$ cat config.mk
export PLATFORM = sky130hd
export DESIGN_NAME = moving_avg_ctrl
export DESIGN_NICKNAME = d
export VERILOG_FILES = /design/src/rtl/moving_avg_ctrl.sv
export SDC_FILE = /design/constraint.sdc
export NUM_CORES = 1
export LEC_CHECK = 0
export ABC_AREA = 1
export CAP_MARGIN = 20
export CORE_ASPECT_RATIO = 1.5
export CORE_MARGIN = 3
export CORE_UTILIZATION = 45
export DETAILED_ROUTE_END_ITERATION = 10
export GPL_ROUTABILITY_DRIVEN = 1
export PLACE_DENSITY = 0.65
export SLEW_MARGIN = 25
export SYNTH_ARGS = -nofsm -noshare
export SYNTH_HDL_FRONTEND = slang
export SYNTH_SLANG_ARGS = --single-unit
$ cat constraint.sdc
create_clock -name clk -period 5.9 [get_ports clk]
set_clock_uncertainty 0.2 [all_clocks]
set_input_delay 1.18 -clock clk [delete_from_list [all_inputs] [get_ports clk]]
set_output_delay 1.18 -clock clk [all_outputs]
set_load 0.01 [all_outputs]
$ cat src/rtl/moving_avg_ctrl.sv
// N-point moving-average controller: sequences an external N-deep delay line,
// keeps a running window sum and hands the floored mean downstream under valid/ready.
module moving_avg_ctrl #(
  parameter int N          = 16,
  parameter int LOG2N      = 4,
  parameter int data_width = 24
) (
  input  logic                         clk,
  input  logic                         rst,
  input  logic                         in_valid,
  output logic                         in_ready,
  input  logic signed [data_width-1:0] data_in,
  input  logic                         flush,
  output logic                         buf_en,
  output logic                         buf_rst,
  output logic signed [data_width-1:0] buf_data_in,
  input  logic signed [data_width-1:0] buf_data_out,
  output logic                         out_valid,
  input  logic                         out_ready,
  output logic signed [data_width-1:0] data_out,
  output logic                         primed,
  output logic [1:0]                   dbg_state
);

  // Handshakes: a transfer happens on a posedge where valid && ready are both
  // high; valid never depends on ready, and the producer holds data until then.

  localparam int AW = data_width + LOG2N;
  localparam logic [LOG2N:0] FULL = (LOG2N+1)'(N);

  typedef enum logic [1:0] {IDLE, ACCUM, OUT, FLUSH} state_t;

  state_t                  r_state;
  state_t                  w_next_state;
  logic signed [AW-1:0]    r_acc;
  logic [LOG2N:0]          r_fill;
  logic signed [data_width-1:0] r_new;
  logic signed [data_width-1:0] r_old;
  logic signed [data_width-1:0] r_data_out;
  logic                    r_out_valid;
  logic                    r_primed;

  logic                    w_accept;
  logic signed [AW-1:0]    w_new_ext;
  logic signed [AW-1:0]    w_old_ext;
  logic signed [AW-1:0]    w_acc_next;
  logic [LOG2N:0]          w_fill_next;

  always_comb begin
    w_next_state = r_state;
    in_ready     = 1'b0;
    buf_rst      = 1'b0;
    buf_en       = 1'b0;
    buf_data_in  = data_in;
    w_accept     = 1'b0;
    if (flush) begin
      w_next_state = FLUSH;
    end else begin
      case (r_state)
        IDLE:    if (in_valid) w_next_state = ACCUM;
        ACCUM:   w_next_state = OUT;
        OUT:     if (out_ready) w_next_state = IDLE;
        FLUSH:   w_next_state = IDLE;
        default: w_next_state = IDLE;
      endcase
    end
    in_ready = rst && (r_state == IDLE) && !flush;
    w_accept = in_ready && in_valid;
    buf_en   = w_accept;
    buf_rst  = !rst || (r_state == FLUSH);
  end

  assign w_new_ext   = {{LOG2N{r_new[data_width-1]}}, r_new};
  assign w_old_ext   = {{LOG2N{r_old[data_width-1]}}, r_old};
  assign w_acc_next  = r_acc + w_new_ext - w_old_ext;
  assign w_fill_next = (r_fill == FULL) ? r_fill : r_fill + (LOG2N+1)'(1);

  always_ff @(posedge clk) begin
    if (!rst) begin
      r_state     <= IDLE;
      r_acc       <= '0;
      r_fill      <= '0;
      r_new       <= '0;
      r_old       <= '0;
      r_data_out  <= '0;
      r_out_valid <= 1'b0;
      r_primed    <= 1'b0;
    end else begin
      r_state <= w_next_state;
      // Oldest tap is captured before the shift so it is the sample leaving the window.
      if (w_accept) begin
        r_new <= data_in;
        r_old <= buf_data_out;
      end
      if (r_state == FLUSH) begin
        r_acc       <= '0;
        r_fill      <= '0;
        r_primed    <= 1'b0;
        r_out_valid <= 1'b0;
      end else if (r_state == ACCUM && !flush) begin
        r_acc       <= w_acc_next;
        r_fill      <= w_fill_next;
        r_primed    <= (w_fill_next == FULL);
        r_data_out  <= w_acc_next[AW-1:LOG2N];
        r_out_valid <= 1'b1;
      end else if (r_state == OUT && out_ready) begin
        r_out_valid <= 1'b0;
      end
      if (flush) r_out_valid <= 1'b0;
    end
  end

  assign out_valid = r_out_valid;
  assign data_out  = r_data_out;
  assign primed    = r_primed;
  assign dbg_state = r_state;

endmodule

==> flow_summary.json, run 1 <==
{
  "timing.rr.end": "r_acc[17]",
  "drive_above_1_share_pct": 3.793,
  "reg2reg_depth": 14,
  "detail_route.first_pass.iterations": 4,
  "p_leak_nw": 3.801,
  "root_buffer": "clkbuf_16",
  "syn_to_final_growth_pct": 19.02,
  "cts_tree": "yes",
  "timing.slew.headroom_pct": 40.38,
  "numnets_final": 1186,
  "synth_fp_nets": 1118,
  "hold_violations": 0,
  "fmax_ghz": 0.2272,
  "finalWeightedCongestion": 0.9202,
  "peakVddDrop_mv": 0.1286,
  "drc": 0,
  "ios": 108,
  "start_util_pct": 46.68,
  "post_synth_most_frequent_cells": "nand2_1, inv_1, dfxtp_1",
  "timing.critical_path.arrival_ns": 3.02,
  "rr_startpoint": "r_acc[8]",
  "track_usage_pct": 20.10,
  "slowest_stage_delay_cp_ns": 0.69,
  "avgSynthCellArea_sq_um": 6.852,
  "synth_area_sq_um": 6907,
  "outcome": "finished clean",
  "hold_start": "r_acc[12]",
  "first_pass_grt_wire_length_mm": 26.98,
  "cellPowerDensity_nw_per_um2": 303.6,
  "synthDominantAreaCellType": "dfxtp_1",
  "cp-start-kind": "primary input",
  "finalSetupViolCount": 0,
  "final.setup.tns_ns": 0,
  "hold_path_end": "r_acc[12]",
  "final_period_minus_worst_setup_slack_ns": 4.401,
  "post_synth_inst_count": 1008,
  "timing.critical_path.to_type": "output pin",
  "drt-total-wl_mm": 16.68,
  "post-synth-top-area-fraction_pct": 31.59,
  "max-cap-violations": 0,
  "hold_buffers": 0,
  "fp-row-count": 54,
  "dr_total_vias": 6067,
  "path_common_cell": "clkdlybuf4s50_1",
  "cts_buffers": 9,
  "cts_max_level": 3,
  "hold_class": "reg -> reg",
  "numClockSinks": 109,
  "clk_path_buf_depth": 2,
  "detailedPlacementHpwl_mm": 12.49,
  "synth_seq_area_share_pct": 31.59,
  "worst_skew_pair.late_latency_ns": 0.36,
  "fillerInstances": 1480,
  "antenna_found_initial": 0,
  "fin_total_pwr_mw": 2.496,
  "overflow_after_grt": 0,
  "dieWidth_microns": 107.2,
  "most_used_flip_flop_cell_after_synthesis": "dfxtp_1",
  "synth.ff_latch_count": 109,
  "antenna_violating_nets_post_route": 0,
  "postLayoutCoreUtil_pct": 55.56,
  "hold-worst-slack_ns": 0.2663,
  "worst_setup_hold_path_clk_slew_ns": 0.07,
  "ys_async_sr_fraction_pct": 0,
  "synth.area.top_cells": "dfxtp_1, nand2_1, inv_1, fa_1, a21oi_1",
  "numPortBuffers": 107,
  "timing.setup.critical_path_class": "in -> out",
  "detail_route.wl_per_cell_microns": 13.06,
  "worstPathRequired_ns": 4.52,
  "yosysUniqueCellTypes": 38,
  "post_dp_cell_area_sq_um": 7919,
  "number_of_pins_with_negative_max_slew_slack_in_the_final_report": 0,
  "post_cts_buffers": 0,
  "vias_per_cell": 4.751,
  "coreArea_sq_um": 14800,
  "post-route-cell-area_sq_um": 8220,
  "die_span_y_microns": 157.7,
  "grt_start_max_net_pins": 97,
  "cp_max_fo": 5,
  "worstHoldPathCells": 2,
  "ff2ff_setup_slack_ns": 3.07,
  "first_global_vias": 5768,
  "die-area_sq_um": 16900,
  "synth_enable_flop_cells": 0,
  "worst_pin_slew_ns": 0.8943,
  "synth_most_common_cell": "nand2_1",
  "rsz_0062_raised_after_global_routing": "false",
  "fin_crit_sh_pct": 74.60,
  "detailedRoute.firstIterationViolations": 267,
  "diodes_inserted": 0,
  "timing.critical_path.slowest_stage_cell": "a21oi_1",
  "post_cts.resized_instances": 0,
  "synth-warning-count": 0,
  "critical_path.cell_chain": "clkdlybuf4s50_1 > inv_4 > a21oi_1 > inv_2 > clkdlybuf4s50_1"
}
## worst max-delay path by stage
stage	end	cells past startpoint	slack [ns]	start
2_1_floorplan	buf_en	7	2.53	rst
3_5_place_dp	buf_rst	5	1.48	rst
3_3_place_gp	buf_rst	5	1.49	rst
4_1_cts	buf_rst	5	1.46	rst
6_report	buf_rst	5	1.50	rst
5_1_grt	buf_rst	5	1.39	rst
## metrics by stage
stage	instances	setup slack, ns
3_3_place_gp	1261	1.492
6_report	1277	1.499
2_1_floorplan	1008	2.527
4_1_cts	1277	1.461
3_5_place_dp	1261	1.476
5_1_grt	1277	1.390
## sequential cells by signal, summed over array words and instances (netlist names)
signal,cells
r_fill,5
out_valid,1
r_old,24
r_new,24
primed,1
r_acc,28
data_out,24
dbg_state,2
## routing by layer
metal,part of all wire (%),up-vias,track usage [%]
met3,2.9,29,2.489
met5,0,-,0
met2,51,98,36.91
met1,43,2723,22.96
met4,2.9,0,9.324
li1,-,3217,-
## worst max-delay path, delay by kind of cell
kind            cells  cell delay [ns]
compound gates      1             0.69
buf+inv             4             1.16
## cell families after synthesis
| family | count (synthesis) | synth area share [%] |
|---|---|---|
| XOR/XNOR | 9 | 1.141 |
| flip-flops | 109 | 31.59 |
| AO/OA/AOI/OAI | 159 | 12.75 |
| adder cells (fa/ha/maj) | 57 | 13.26 |
| AND/OR/NAND/NOR | 412 | 24.95 |
| buffers and inverters | 262 | 16.30 |
## layout by cell type, fill, tap and decap left out, types with 6 or more instances in the layout
master,netlist,layout
a21oi_1,85,85
clkbuf_16,0,9
clkdlybuf4s50_1,0,107
dfxtp_1,109,109
fa_1,27,27
ha_1,30,30
inv_1,204,204
nand2_1,304,304
nand3_1,36,36
nand4_1,6,6
nor2_1,36,36
o21ai_0,28,28
o21ai_1,15,15
o31ai_1,24,24
xor2_1,6,6
## power by group
part	switching (mW)	internal [mW]
registers	0.0260	0.785
logic	0.672	0.388
clock network	0.291	0.334
total	0.989	1.51
## cell type report
cell class / count / area (sq um) / share of cell area (%)
Multi-Input combinational cell: 637 / 3603 / 43.84
Sequential cell: 109 / 2182 / 26.54
Timing Repair Buffer: 112 / 1109 / 13.49
Inverter: 207 / 779.5 / 9.483
Tap cell: 196 / 245.2 / 2.983
Clock buffer: 10 / 229.0 / 2.785
Clock inverter: 6 / 72.57 / 0.8828
Note: power is estimated with default switching activity, not from simulation.
==> run 2, diff against run 1 <==
==> constraint.sdc (replaced) <==
create_clock -name clk -period 4.51 [get_ports clk]
set_clock_uncertainty 0.2 [all_clocks]
set_input_delay 0.902 -clock clk [delete_from_list [all_inputs] [get_ports clk]]
set_output_delay 0.902 -clock clk [all_outputs]
set_load 0.01 [all_outputs]
==> flow_summary.json, run 2 (same netlist as run 1, synthesis figures left out) <==
{
  "drt-total-wl_mm": 16.42,
  "numClockSinks": 109,
  "timing.slew.headroom_pct": 36.82,
  "fmax_ghz": 0.2766,
  "die-area_sq_um": 16900,
  "numnets_final": 1188,
  "number_of_pins_with_negative_max_slew_slack_in_the_final_report": 0,
  "wl_met1_mm": 6.891,
  "clk_path_buf_depth": 2,
  "timing.critical_path.to_type": "output pin",
  "met2WireLength_mm": 8.536,
  "final_period_minus_worst_setup_slack_ns": 3.615,
  "hold_class": "reg -> reg",
  "timing.critical_path.slowest_stage_cell": "clkdlybuf4s50_1",
  "cp-start-kind": "primary input",
  "antenna_violating_nets_post_route": 0,
  "cts_max_level": 3,
  "detail_route.wl_per_cell_microns": 12.84,
  "outcome": "finished clean",
  "fp-row-count": 54,
  "start_util_pct": 46.68,
  "mostFrequentLayoutCell": "nand2_1",
  "numPortBuffers": 107,
  "die_span_y_microns": 157.7,
  "overflow_after_grt": 0,
  "p_leak_nw": 3.822,
  "critical_path.cell_chain": "clkdlybuf4s50_1 > inv_4 > a21oi_1 > buf_4 > inv_2 > clkdlybuf4s50_1",
  "drive_above_1_share_pct": 4.063,
  "worstPathRequired_ns": 3.41,
  "cp_max_fo": 27,
  "mostFrequentLayoutCells": "nand2_1, inv_1, dfxtp_1",
  "hold_buffers": 0,
  "rsz_0062_raised_after_global_routing": "false",
  "cts_tree": "yes",
  "path_common_cell": "clkdlybuf4s50_1",
  "grt_start_max_net_pins": 97,
  "first_pass_grt_wire_length_mm": 27.44,
  "top_layer_used": "met4",
  "coreArea_sq_um": 14800,
  "drc": 0,
  "first_global_vias": 5892,
  "finalWeightedCongestion": 0.9234,
  "dieWidth_microns": 107.2,
  "cellPowerDensity_nw_per_um2": 402.0,
  "timing.critical_path.arrival_ns": 2.51,
  "detailedPlacementHpwl_mm": 12.51,
  "max-cap-violations": 0,
  "worst_pin_slew_ns": 0.9463,
  "antenna_found_initial": 0,
  "worst_skew_pair.late_latency_ns": 0.36,
  "peakVddDrop_mv": 0.2000,
  "root_buffer": "clkbuf_16",
  "worst_setup_hold_path_clk_slew_ns": 0.07,
  "dr_total_vias": 6067,
  "largest-register": "r_acc",
  "vias_per_cell": 4.744,
  "detailedRoute.firstIterationViolations": 256,
  "post_cts.resized_instances": 0,
  "timing.critical_path.max_delay_family": "buffers and inverters",
  "slowest_stage_delay_cp_ns": 0.53,
  "fin_crit_sh_pct": 80.16,
  "detail_route.first_pass.iterations": 5,
  "syn_to_final_growth_pct": 19.69,
  "track_usage_pct": 20.25,
  "diodes_inserted": 0,
  "hold-worst-slack_ns": 0.2657,
  "hold_violations": 0,
  "post_cts_buffers": 0,
  "ios": 108,
  "cp.buffers_inverters": 5,
  "timing.setup.critical_path_class": "in -> out",
  "max_reg_flops": 28,
  "route.met3.wl_microns": 588,
  "finalSetupViolCount": 0,
  "final.setup.tns_ns": 0,
  "cts_buffers": 9
}
==> run 2: stage by stage <==
step | setup slack, ns | instances | power, mW | instance area [sq um] | util, %
final | 0.8946 | 1279 | 3.323 | 8267 | 55.87
after global routing | 0.8255 | 1279 | 3.601 | 8267 | 55.87
after CTS | 0.8800 | 1279 | 3.358 | 8267 | 55.87
after detailed placement | 0.8997 | 1263 | 2.461 | 7934 | 53.62
after global placement | 0.9018 | 1263 | 2.452 | 7934 | 53.62
after floorplan | 1.693 | 1008 | 2.075 | 6907 | -
==> run 2: per-layer routing <==
| layer | vias up | track usage (%) |
|---|---|---|
| li1 | 3227 | - |
| met1 | 2712 | 23.53 |
| met2 | 101 | 37.03 |
| met3 | 27 | 2.978 |
| met4 | 0 | 8.105 |
| met5 | - | 0 |
==> run 2: worst min-delay path: cells and delay by family (launching register included) <==
family,cells,cell delay [ns]
compound gates,1,0.05
flops,1,0.31
simple gates,1,0.06
==> run 2: final cells by class <==
class | instances | area, sq um
Clock buffer | 10 | 239.0
Clock inverter | 6 | 93.84
Fill cell | 1496 | 6530
Inverter | 207 | 779.5
Multi-Input combinational cell | 637 | 3603
Sequential cell | 109 | 2182
Tap cell | 196 | 245.2
Timing Repair Buffer | 114 | 1124
==> run 2: report_power, final <==
| part | switching, mW | internal, mW |
|---|---|---|
| Clock | 0.377 | 0.507 |
| Combinational | 0.869 | 0.509 |
| Sequential | 0.0347 | 1.03 |
| Total | 1.28 | 2.04 |
==> run 2: worst paths after layout <==
kind / start / to / slack, ns / cells after the start
setup / recovery: rst / buf_rst / 0.89 / 6
hold / removal: r_acc[6] / r_acc[6] / 0.27 / 2
setup reg to reg: r_acc[1] / data_out[20] / 1.65 / 13
hold reg to reg: r_acc[6] / r_acc[6] / 0.27 / 2
==> run 3, diff against run 2 <==
==> constraint.sdc (replaced) <==
create_clock -name clk -period 3.6 [get_ports clk]
set_clock_uncertainty 0.2 [all_clocks]
set_input_delay 0.72 -clock clk [delete_from_list [all_inputs] [get_ports clk]]
set_output_delay 0.72 -clock clk [all_outputs]
set_load 0.01 [all_outputs]
==> flow_summary.json, run 3 (same netlist as run 1, synthesis figures left out) <==
{
  "outcome": "finished clean",
  "mostFrequentLayoutCells": "nand2_1, inv_1, dfxtp_1",
  "final_period_minus_worst_setup_slack_ns": 3.119,
  "antenna_violating_nets_post_route": 0,
  "timing.critical_path.arrival_ns": 2.20,
  "worst_skew_pair.late_latency_ns": 0.36,
  "grt_start_max_net_pins": 97,
  "path_common_cell": "clkdlybuf4s50_1",
  "fp-row-count": 54,
  "dr_total_vias": 6054,
  "post_cts.resized_instances": 0,
  "p_leak_nw": 3.826,
  "coreArea_sq_um": 14800,
  "timing.critical_path.max_delay_family": "buffers and inverters",
  "drc": 0,
  "syn_to_final_growth_pct": 19.78,
  "worst_pin_slew_ns": 0.8597,
  "die_span_y_microns": 157.7,
  "power.switching_mw": 1.599,
  "fillerInstances": 1471,
  "cellPowerDensity_nw_per_um2": 500.1,
  "overflow_after_grt": 0,
  "number_of_pins_with_negative_max_slew_slack_in_the_final_report": 0,
  "sequentialPowerShare_pct": 32.1,
  "detailedPlacementHpwl_mm": 12.48,
  "peakVddDrop_mv": 0.2421,
  "dieWidth_microns": 107.2,
  "hold_buffers": 0,
  "p_int_mw": 2.538,
  "final.setup.tns_ns": 0,
  "detailedRoute.firstIterationViolations": 220,
  "die-area_sq_um": 16900,
  "drive_above_1_share_pct": 4.063,
  "hold_violations": 0,
  "detail_route.first_pass.iterations": 4,
  "antenna_found_initial": 0,
  "cp.buffers_inverters": 3,
  "rsz_0062_raised_after_global_routing": "false",
  "largest-register": "r_acc",
  "switching_share_pct": 38.65,
  "slowest_stage_delay_cp_ns": 0.55,
  "start_util_pct": 46.68,
  "worst_setup_hold_path_clk_slew_ns": 0.06,
  "numClockSinks": 109,
  "detail_route.wl_per_cell_microns": 12.74,
  "mostFrequentLayoutCell": "nand2_1",
  "fin_crit_sh_pct": 86.64,
  "max_reg_flops": 28,
  "clk_path_buf_depth": 2,
  "fmax_ghz": 0.3206,
  "numnets_final": 1189,
  "first_pass_grt_wire_length_mm": 27.41,
  "numPortBuffers": 107,
  "cp_max_fo": 6,
  "drt-total-wl_mm": 16.30,
  "diodes_inserted": 0,
  "cts_buffers": 9,
  "track_usage_pct": 19.98,
  "clock_power_share_pct": 26.0,
  "fin_total_pwr_mw": 4.137,
  "worstPathRequired_ns": 2.68,
  "finalSetupViolCount": 0,
  "cp-start-kind": "primary input",
  "combinationalPowerShare_pct": 41.9,
  "max-cap-violations": 0,
  "hold_class": "reg -> reg",
  "timing.critical_path.slowest_stage_cell": "clkdlybuf4s50_1",
  "first_global_vias": 5971,
  "post_cts_buffers": 0,
  "root_buffer": "clkbuf_16",
  "ios": 108,
  "cts_tree": "yes",
  "cts_max_level": 3,
  "vias_per_cell": 4.733,
  "critical_path.cell_chain": "clkdlybuf4s50_1 > inv_4 > nor2_1 > and3_4 > clkdlybuf4s50_1",
  "timing.slew.headroom_pct": 42.69,
  "finalWeightedCongestion": 0.9425,
  "timing.setup.critical_path_class": "in -> out",
  "timing.critical_path.to_type": "output pin"
}
-- run 3: cell count changes in the layout (fill, tap and decap cells not counted), sizes merged --
cell and delta:
buf +1, clkbuf -1
-- run 3: tightest hold or removal path, delay by kind of cell, from the launching register on --
kind / cells / cell delay (ns)
DFF: 1 / 0.31
AOI/OAI and AO/OA: 1 / 0.05
and+or+nand+nor: 1 / 0.06
-- run 3: cell type report --
class / instances / area (sq um) / area share, %
multi-input cells: 637 / 3603 / 43.56
flip-flops and latches: 109 / 2182 / 26.38
repair buffers: 115 / 1144 / 13.82
inverters: 207 / 779.5 / 9.422
well taps: 196 / 245.2 / 2.964
clock buffers: 9 / 225.2 / 2.722
clock inverters: 6 / 93.84 / 1.134
-- run 3: stage by stage --
stage	hold WS, ns	cells	worst slack, ns	utilization [%]	cell area, sq um
3_3_place_gp	0.2519	1264	0.4967	53.75	7954
2_1_floorplan	0.2435	1008	1.147	-	6907
6_report	0.2650	1279	0.4809	55.91	8273
3_5_place_dp	0.2555	1264	0.4827	53.75	7954
5_1_grt	0.2844	1279	0.4211	55.91	8273
4_1_cts	0.2659	1279	0.4765	55.91	8273
-- run 3: power groups by stage --
stage / Sequential (mW) / Clock (mW) / Combinational [mW]
3_5_place_dp: 1.36 / 0 / 1.73
3_3_place_gp: 1.36 / 0 / 1.71
6_report: 1.33 / 1.08 / 1.73
4_1_cts: 1.33 / 1.11 / 1.74
5_1_grt: 1.34 / 1.15 / 1.99
2_1_floorplan: 1.36 / 0 / 1.24
-- run 3: path summary, 6_finish.rpt --
path	from	to	slack (ns)	cells after the start
setup / recovery	rst	buf_en	0.48	5
hold / removal	r_acc[4]	r_acc[4]	0.27	2
setup reg to reg	r_acc[1]	data_out[20]	0.74	13
hold reg to reg	r_acc[4]	r_acc[4]	0.27	2
-- run 3: per-layer routing --
layer	up-vias	track usage, %	wire (microns)
met5	-	0	0
met4	0	6.033	305
met3	22	3.101	775
met2	118	37.51	8558
met1	2691	23.12	6658
li1	3223	-	-
